<file path="config.mk">
export PLATFORM = sky130hd
export DESIGN_NAME = prg_share_ctrl_flat
export DESIGN_NICKNAME = d
export VERILOG_FILES = /design/src/rtl/prg_share_ctrl_if.sv /design/src/rtl/prg_share_ctrl.sv /design/src/flat_wrapper.sv
export SDC_FILE = /design/constraint.sdc
export NUM_CORES = 1
export LEC_CHECK = 0
export BUFFER_PORTS_ARGS = -buffer_cell sky130_fd_sc_hd__buf_2
export CAP_MARGIN = 20
export CORE_AREA = 2 2 62 64
export DETAILED_ROUTE_END_ITERATION = 10
export DIE_AREA = 0 0 64 66
export GPL_TIMING_DRIVEN = 0
export PLACE_DENSITY = 0.64
export SYNTH_ARGS = -nofsm -noshare
export SYNTH_HDL_FRONTEND = slang
export SYNTH_SLANG_ARGS = --single-unit
</file>
<file path="constraint.sdc">
create_clock -name clk -period 1.6 [get_ports clk]
set_clock_uncertainty 0.05 [all_clocks]
set_input_delay 0.32 -clock clk [delete_from_list [all_inputs] [get_ports clk]]
set_output_delay 0.32 -clock clk [all_outputs]
set_load 0.05 [all_outputs]
</file>
<file path="src/rtl/prg_share_ctrl_if.sv">
// Handshake/bus bundle between prg_share_ctrl, its requesters and the shared LFSR.
// lockup_evt exists only when PRG_LOCKUP_RECOVER_EN is defined.
interface prg_share_ctrl_if #(
    parameter int unsigned NREQ    = 4,
    parameter int unsigned NIBBLES = 4
);
    localparam int unsigned W = 4 * NIBBLES;

    logic [NREQ-1:0] req;
    logic            reseed;
    logic            rnd_ready;
    logic [3:0]      lfsr_code;
    logic [NREQ-1:0] gnt;
    logic            rnd_valid;
    logic [W-1:0]    rnd_data;
    logic            lfsr_preset;
    logic            lfsr_en;
    logic            busy;
`ifdef PRG_LOCKUP_RECOVER_EN
    logic            lockup_evt;
`endif

    modport master (
        input  req, reseed, rnd_ready, lfsr_code,
        output gnt, rnd_valid, rnd_data, lfsr_preset, lfsr_en, busy
`ifdef PRG_LOCKUP_RECOVER_EN
        , output lockup_evt
`endif
    );

    modport slave (
        output req, reseed, rnd_ready, lfsr_code,
        input  gnt, rnd_valid, rnd_data, lfsr_preset, lfsr_en, busy
`ifdef PRG_LOCKUP_RECOVER_EN
        , input lockup_evt
`endif
    );
endinterface

</file>
<file path="src/rtl/prg_share_ctrl.sv">
// Round-robin sequencer sharing one 4-bit LFSR among NREQ requesters, gathering NIBBLES codes per word.
// Optional PRG_LOCKUP_RECOVER_EN: skip and re-preset on an all-zero LFSR code.
module prg_share_ctrl #(
    parameter int unsigned NREQ    = 4,
    parameter int unsigned NIBBLES = 4
) (
    input  logic             clk,
    input  logic             preset_n,
    prg_share_ctrl_if.master bus
);
    localparam int unsigned W  = 4 * NIBBLES;
    localparam int unsigned PW = $clog2(NREQ);
    localparam int unsigned CW = $clog2(NIBBLES);

    typedef enum logic [1:0] {
        ST_INIT,
        ST_IDLE,
        ST_GATHER,
        ST_DELIVER
    } state_t;

    state_t          state_q, state_d;
    logic [NREQ-1:0] gnt_q, gnt_d;
    logic [PW-1:0]   ptr_q, ptr_d;
    logic [PW-1:0]   gidx_q, gidx_d;
    logic [CW-1:0]   cnt_q, cnt_d;
    logic [W-1:0]    data_q, data_d;
    logic            pend_q, pend_d;

    logic [PW-1:0]   sel_idx;
    logic            sel_found;
    logic            lock_hit;
    logic            preset_c, en_c, valid_c;

`ifdef PRG_LOCKUP_RECOVER_EN
    assign lock_hit       = (bus.lfsr_code == 4'h0);
    assign bus.lockup_evt = (state_q == ST_GATHER) && lock_hit;
`else
    assign lock_hit = 1'b0;
`endif

    // Round-robin search starting at ptr_q, wrapping modulo NREQ.
    always_comb begin
        int unsigned   j;
        logic [PW-1:0] jx;
        j         = 0;
        jx        = '0;
        sel_idx   = '0;
        sel_found = 1'b0;
        for (int unsigned i = 0; i < NREQ; i++) begin
            j  = (32'(ptr_q) + i) % NREQ;
            jx = PW'(j);
            if (!sel_found && bus.req[jx]) begin
                sel_found = 1'b1;
                sel_idx   = jx;
            end
        end
    end

    always_comb begin
        state_d  = state_q;
        gnt_d    = gnt_q;
        ptr_d    = ptr_q;
        gidx_d   = gidx_q;
        cnt_d    = cnt_q;
        data_d   = data_q;
        pend_d   = pend_q;
        preset_c = 1'b0;
        en_c     = 1'b0;
        valid_c  = 1'b0;

        if (bus.reseed && (state_q != ST_IDLE))
            pend_d = 1'b1;

        case (state_q)
            ST_INIT: begin
                preset_c = 1'b1;
                state_d  = ST_IDLE;
            end
            ST_IDLE: begin
                if (bus.reseed || pend_q) begin
                    pend_d  = 1'b0;
                    state_d = ST_INIT;
                end else if (sel_found) begin
                    gnt_d   = NREQ'(1) << sel_idx;
                    gidx_d  = sel_idx;
                    cnt_d   = '0;
                    state_d = ST_GATHER;
                end
            end
            ST_GATHER: begin
                if (lock_hit) begin
                    preset_c = 1'b1;
                end else begin
                    en_c   = 1'b1;
                    data_d = {data_q[W-5:0], bus.lfsr_code};
                    cnt_d  = cnt_q + 1'b1;
                    if (cnt_q == CW'(NIBBLES - 1))
                        state_d = ST_DELIVER;
                end
            end
            ST_DELIVER: begin
                valid_c = 1'b1;
                if (bus.rnd_ready) begin
                    gnt_d   = '0;
                    ptr_d   = (gidx_q == PW'(NREQ - 1)) ? '0 : gidx_q + 1'b1;
                    state_d = ST_IDLE;
                end
            end
            default: state_d = ST_INIT;
        endcase
    end

    always_ff @(posedge clk or negedge preset_n) begin
        if (!preset_n) begin
            state_q <= ST_INIT;
            gnt_q   <= '0;
            ptr_q   <= '0;
            gidx_q  <= '0;
            cnt_q   <= '0;
            data_q  <= '0;
            pend_q  <= 1'b0;
        end else begin
            state_q <= state_d;
            gnt_q   <= gnt_d;
            ptr_q   <= ptr_d;
            gidx_q  <= gidx_d;
            cnt_q   <= cnt_d;
            data_q  <= data_d;
            pend_q  <= pend_d;
        end
    end

    // State is INIT throughout reset, so lfsr_preset and busy read high while preset_n is low.
    assign bus.gnt         = gnt_q;
    assign bus.rnd_data    = data_q;
    assign bus.rnd_valid   = valid_c;
    assign bus.lfsr_preset = preset_c;
    assign bus.lfsr_en     = en_c;
    assign bus.busy        = (state_q != ST_IDLE);
endmodule

</file>
<file path="src/flat_wrapper.sv">
// flat-port wrapper written by rule: the top's interface ports become plain ports
module prg_share_ctrl_flat 
#(
    parameter int unsigned NREQ    = 4,
    parameter int unsigned NIBBLES = 4
)
  (clk, preset_n, bus_req, bus_reseed, bus_rnd_ready, bus_lfsr_code, bus_gnt, bus_rnd_valid, bus_rnd_data, bus_lfsr_preset, bus_lfsr_en, bus_busy);
  prg_share_ctrl_if #(.NREQ(NREQ), .NIBBLES(NIBBLES)) bus_i ();
  input  logic clk;
  input  logic preset_n;
  input wire logic [$bits(bus_i.req)-1:0] bus_req;
  input wire logic [$bits(bus_i.reseed)-1:0] bus_reseed;
  input wire logic [$bits(bus_i.rnd_ready)-1:0] bus_rnd_ready;
  input wire logic [$bits(bus_i.lfsr_code)-1:0] bus_lfsr_code;
  output wire logic [$bits(bus_i.gnt)-1:0] bus_gnt;
  output wire logic [$bits(bus_i.rnd_valid)-1:0] bus_rnd_valid;
  output wire logic [$bits(bus_i.rnd_data)-1:0] bus_rnd_data;
  output wire logic [$bits(bus_i.lfsr_preset)-1:0] bus_lfsr_preset;
  output wire logic [$bits(bus_i.lfsr_en)-1:0] bus_lfsr_en;
  output wire logic [$bits(bus_i.busy)-1:0] bus_busy;
  assign bus_i.req = bus_req;
  assign bus_i.reseed = bus_reseed;
  assign bus_i.rnd_ready = bus_rnd_ready;
  assign bus_i.lfsr_code = bus_lfsr_code;
  assign bus_gnt = bus_i.gnt;
  assign bus_rnd_valid = bus_i.rnd_valid;
  assign bus_rnd_data = bus_i.rnd_data;
  assign bus_lfsr_preset = bus_i.lfsr_preset;
  assign bus_lfsr_en = bus_i.lfsr_en;
  assign bus_busy = bus_i.busy;
  prg_share_ctrl #(.NREQ(NREQ), .NIBBLES(NIBBLES)) u_core (.clk(clk), .preset_n(preset_n), .bus(bus_i));
endmodule
</file>
== After elaboration in Yosys (flattened, before gate mapping) ==
Cells that the tools add are included.

* Output and inout bits: 24
* Input bits: 12
* Word-level logic and storage cells: 80
* Bits in registers: 29

* Multiplexer cells: 35
* Bitwise gates (word level): 1
* Equality and inequality tests: 11
* Magnitude comparators: 4
* Shift operators: 1
* Reduce and logical (&&, ||, !) cells: 16
* Add/sub/neg operators: 5

{| class="wikitable"
|+ Operator list
! operator !! number
|-
| $mux W2 || 11
|-
| $mux W1 || 14
|-
| $lt A2 B3 Y1 const B || 4
|-
| $mux W4 || 3
|-
| $reduce_and A3 Y1 || 3
|-
| $bmux W1 S2 || 4
|-
| $eq A2 B2 Y1 const B || 4
|-
| $pmux W2 S4 || 1
|-
| $pmux W4 S2 || 1
|-
| $add A2 B1 Y2 const B || 3
|-
| $ne A2 B1 Y1 const B || 3
|-
| $add A2 B2 Y2 const B || 2
|-
| $logic_and A1 B1 Y1 || 4
|-
| $ne A2 B2 Y1 const B || 2
|-
| $pmux W2 S2 || 1
|-
| $reduce_and A4 Y1 || 1
|-
| $reduce_bool A2 Y1 || 2
|-
| $shl A1 B2 Y4 const A || 1
|-
| $logic_not A1 Y1 || 3
|-
| $ne A3 B1 Y1 const B || 1
|-
| $eq A2 B1 Y1 const B || 1
|-
| $logic_not A2 Y1 || 1
|-
| $reduce_and A2 Y1 || 1
|-
| $logic_or A1 B1 Y1 || 1
|-
| $not A1 Y1 || 1
|}

== Depth between registers and ports, before layout ==
* Depth after elaboration: 16
* Gate-level depth with buffers: 7
* Gate-level depth less buffers: 6

== Worst setup path before layout ==
Ideal clock, no wire load.

* Kind: reg-to-reg
* Start point: register u_core.state_q[0]
* End point: register u_core.data_q[1] (netlist: u_core.bus.rnd_data[1])
* Required time: 1425 ps
* Library setup time: 125 ps
* Stages on the path, launching flop included: 6
* Arrival time: 1815 ps
* Setup slack: -390 ps
* Path through: dfrtp_1 inv_1 ha_1 buf_2 buf_2 mux2_2

* Longest elaborated chain between the ends: 1

{| class="wikitable"
|+ Ends and longest elaborated chain
! what !! RTL line !! text
|-
| start: declaration || prg_share_ctrl.sv:22 || <nowiki>state_t state_q, state_d;</nowiki>
|-
| start signal: assignment || prg_share_ctrl.sv:124 || <nowiki>state_q <= state_d;</nowiki>
|-
| $eq A2 B2 Y1 || prg_share_ctrl.sv:75 || <nowiki>case (state_q)</nowiki>
|-
| end signal: assignment || prg_share_ctrl.sv:129 || <nowiki>data_q <= data_d;</nowiki>
|-
| end: declaration || prg_share_ctrl.sv:27 || <nowiki>logic [W-1:0] data_q, data_d;</nowiki>
|}

Every way passes these cells.
A chain may end at the register's enable or synchronous reset.

== Worst setup path after layout ==
* Start point: register u_core.state_q[1]
* End point: output port bus_busy

* Longest elaborated chain between the ends: 1

{| class="wikitable"
|+ Ends and longest elaborated chain
! what !! RTL line !! text
|-
| $ne A2 B1 Y1 || prg_share_ctrl.sv:140 || <nowiki>assign bus.busy = (state_q != ST_IDLE);</nowiki>
|-
| end: declaration || flat_wrapper.sv:20 || <nowiki>output wire logic [$bits(bus_i.busy)-1:0] bus_busy;</nowiki>
|}

Every way passes these cells.

==> metrics.md <==
| Metric | Value |
|---|---|
| Status | `complete, but fails checks` |
| Failing checks | `setup timing` |
| R2R Path Start | `u_core.state_q[1]` |
| Worst-Margin Slew | `about 0.64 ns` |
| P_leak | `0.888 nW` |
| Final ANT Viol Nets | `0` |
| Initial DRC count | `30` |
| Die Y | `66 µm` |
| Largest net degree at the start of global routing | `30` |
| Mean post-synth cell area | `around 13 µm²` |
| WHS Endpoint | `u_core.bus.rnd_data[3]` |
| Synth unique cells | `26` |
| Largest family of logic cells by synthesized area | `multiplexers` |
| Die Wd | `about 64 µm` |
| GP Congestion | `0.729` |
| Residual DRC count | `0` |
| Io pins | `36` |
| Met2 routed WL | `1240 µm` |
| Router iterations before antenna repair | `4` |
| Max cap viols | `0` |
| CP Capture Type | `output port` |
| Clk slew on worst S/H paths | `around 0.080 ns` |
| Count of input and output buffers | `35` |
| Clock latency on the worst-skew pair | `0.32 ns` |
| Area Overhead vs Synth | `33.1%` |
| Fillers | `332` |
| Layout cells sized above 1 | `about 57%` |
| Complex-gate fraction of the synthesized area | `around 11%` |
| Core area | `between 0.003 and 0.004 mm²` |
| # diodes | `0` |
| Xor/xnor share of the synthesized area | `0%` |
| Synthesized Nets | `123` |
| Initial Util | `38.4%` |
| Register area share after synthesis | `roughly 53%` |
| Area of the multi-input gates | `around 660 µm²` |
| Critical Path AT | `1.26 ns` |
| RSZ-0062 raised after global routing | `true` |
| Adder-Cell Fraction of Synth Area | `6.43%` |
| Mux cell area share after synthesis | `between 10% and 20%` |
| Global-route wire length before repair | `roughly 4500 µm` |
| WHS Path Cells | `2` |
| Most common cell after layout, fill and taps aside | `buf_2` |
| Clock Tree Root | `clkbuf_4` |
| Vias in the first global route | `between 900 and 1000` |
| Max clock buf depth | `2` |
| Cell Pwr Density | `2250 mW/mm²` |
| DP Worst Slack | `-0.0290 ns` |
| TritonCTS clock tree | `yes` |
| Final setup fails | `1` |
| Routed via count | `997` |
| Final WL | `2620 µm` |
| Worst Hold Class | `input port to flip-flop` |
| Post-DP Area | `around 0.0016 mm²` |
| Final instance area | `approximately 0.0018 mm²` |
| Fmax | `0.615 GHz` |
| Slew headroom | `a little under three fifths` |
| Routed len/inst | `13.0 µm` |
| Crit share post-route | `102%` |
| Met3 wire length | `about 180 µm` |
| CP Class | `flip-flop to output port` |
| FF-to-FF setup slack | `0.07 ns` |
| Drt via density | `slightly below 5` |
| Final Hold Fails | `0` |
| Peak supply drop | `0.00113 V` |
| Synth warn | `0` |
| Terminus of the critical flop-to-flop path | `u_core.state_q[0]` |
| Total negative setup slack | `-0.0251 ns` |
| CP max FO | `4` |
| Synth Instances | `104` |
| Startpoint types | `flip-flop` |
| Final net count | `173` |
| Commonest non-fill, non-tap cells in the layout | `buf_2, dfrtp_1, mux2_2` |
| Min-delay src | `bus_lfsr_code[3]` |
| Critical path required time | `1.23 ns` |
| Clk sinks | `29` |
| Post-Synth Simple-Gate Area | `8.45%` |
| Hpwl dp | `1910 µm` |
| Metal1 wirelength | `1170 µm` |
| Tmin final | `1.63 ns` |
| Top Layer Used | `met4` |
| Clock buffer count from CTS | `5` |
| Antenna violations before repair | `0` |
| R2R depth | `7` |
| All-layer global routing usage | `~14%` |
| Final setup margin | `-0.0251 ns` |
| Die Area | `0.00422 mm²` |
| H-tree levels | `2` |
| Sequential Area | `727 µm²` |
| Post-Syn Area | `0.00136 mm²` |
| Total grt overflow | `0` |
| Seq cells post-synth | `29` |
| Pins Over Slew Limit | `0` |
| Rows | `22` |
## layout make-up
class | count | share of cell area (%)
Buffer | 2 | 1.24
Timing Repair Buffer | 43 | 14.5
Tap cell | 48 | 3.31
Clock buffer | 7 | 3.04
Multi-Input combinational cell | 66 | 36.2
Inverter | 7 | 1.66
Sequential cell | 29 | 40.1
## worst max-delay path by stage
stage	from	endpoint	slack, ns	depth (start not counted)
after CTS	u_core.state_q[1]	bus_busy	-0.04	4
after detailed placement	bus_req[0]	u_core.cnt_q[0]	-0.03	5
after global placement	bus_req[0]	u_core.cnt_q[0]	-0.01	5
after global routing	u_core.state_q[1]	bus_busy	-0.10	4
after floorplan	u_core.state_q[1]	u_core.state_q[0]	0.02	6
final	u_core.state_q[1]	bus_busy	-0.03	4
## what timing repair did
action | in CTS | in global routing
setup buffers | 6 | 1
hold buffers | 1 | 0
pin swaps | 0 | 1
resized for setup | 10 | 6
setup endpoints to repair | 10 | 16
hold endpoints to repair | 29 | 0
## critical path: stages, from the launching register on
cell        delay, ns
dfrtp_1          0.42
inv_2            0.11
ha_4             0.16
clkinvlp_4       0.09
buf_6            0.15
## through the flow
stage	total power, W	hold WS, ns	instances	utilization [%]
2_1_floorplan	0.00297	-0.0256	104	-
4_1_cts	0.00406	0.169	201	50.2
5_1_grt	0.00434	0.167	202	51.1
3_3_place_gp	0.00337	0.320	187	46.3
3_5_place_dp	0.00344	0.339	187	46.3
6_report	0.00408	0.185	202	51.1
## cells in the mapped netlist (all sizes together)
master	instances	area, µm²
o21ai	2	10.0
buf	2	10.0
a21bo	1	10.0
mux2i	2	20.0
inv	7	26.3
o31ai	2	28.8
a32o	4	40.0
ha	7	87.6
a211oi	1	12.5
o22ai	1	6.26
a21oi	4	23.8
nand2b	3	18.8
nand4	1	6.26
dfrtp	29	726
nor3b	1	7.51
nand2	4	15.0
a211o	1	8.76
or3	1	6.26
nor3	3	15.0
nor2	6	25.0
nor4	1	21.3
mux2	20	225
o211ai	1	12.5
## flip-flops by register name (all words and copies together), names as in the netlist
name,cells
u_core.bus.rnd_data,16
u_core.bus.gnt,4
u_core.cnt_q,2
u_core.gidx_q,2
u_core.ptr_q,2
u_core.state_q,2
u_core.pend_q,1
## logic make-up (layout without fill, tap and decap cells)
| group | Yosys count | count (layout) |
|---|---|---|
| DFF | 29 | 29 |
| muxes | 22 | 22 |
| and+or+nand+nor | 20 | 20 |
| AOI/OAI and AO/OA | 17 | 17 |
| adders and majority gates | 7 | 7 |
| buffers and inverters | 9 | 59 |
## power by group
part	internal [W]	total, W	switching, W
Sequential	0.00104	0.00128	0.000242
Combinational	0.000861	0.00236	0.00150
Clock	0.000207	0.000439	0.000232
## layer usage
metal,GRT usage [%],vias up
met5,0,-
met1,17.4,481
met2,22.3,38
li1,-,473
met3,4.94,5
met4,5.43,0
No activity file was read; power rests on OpenSTA's default activity.
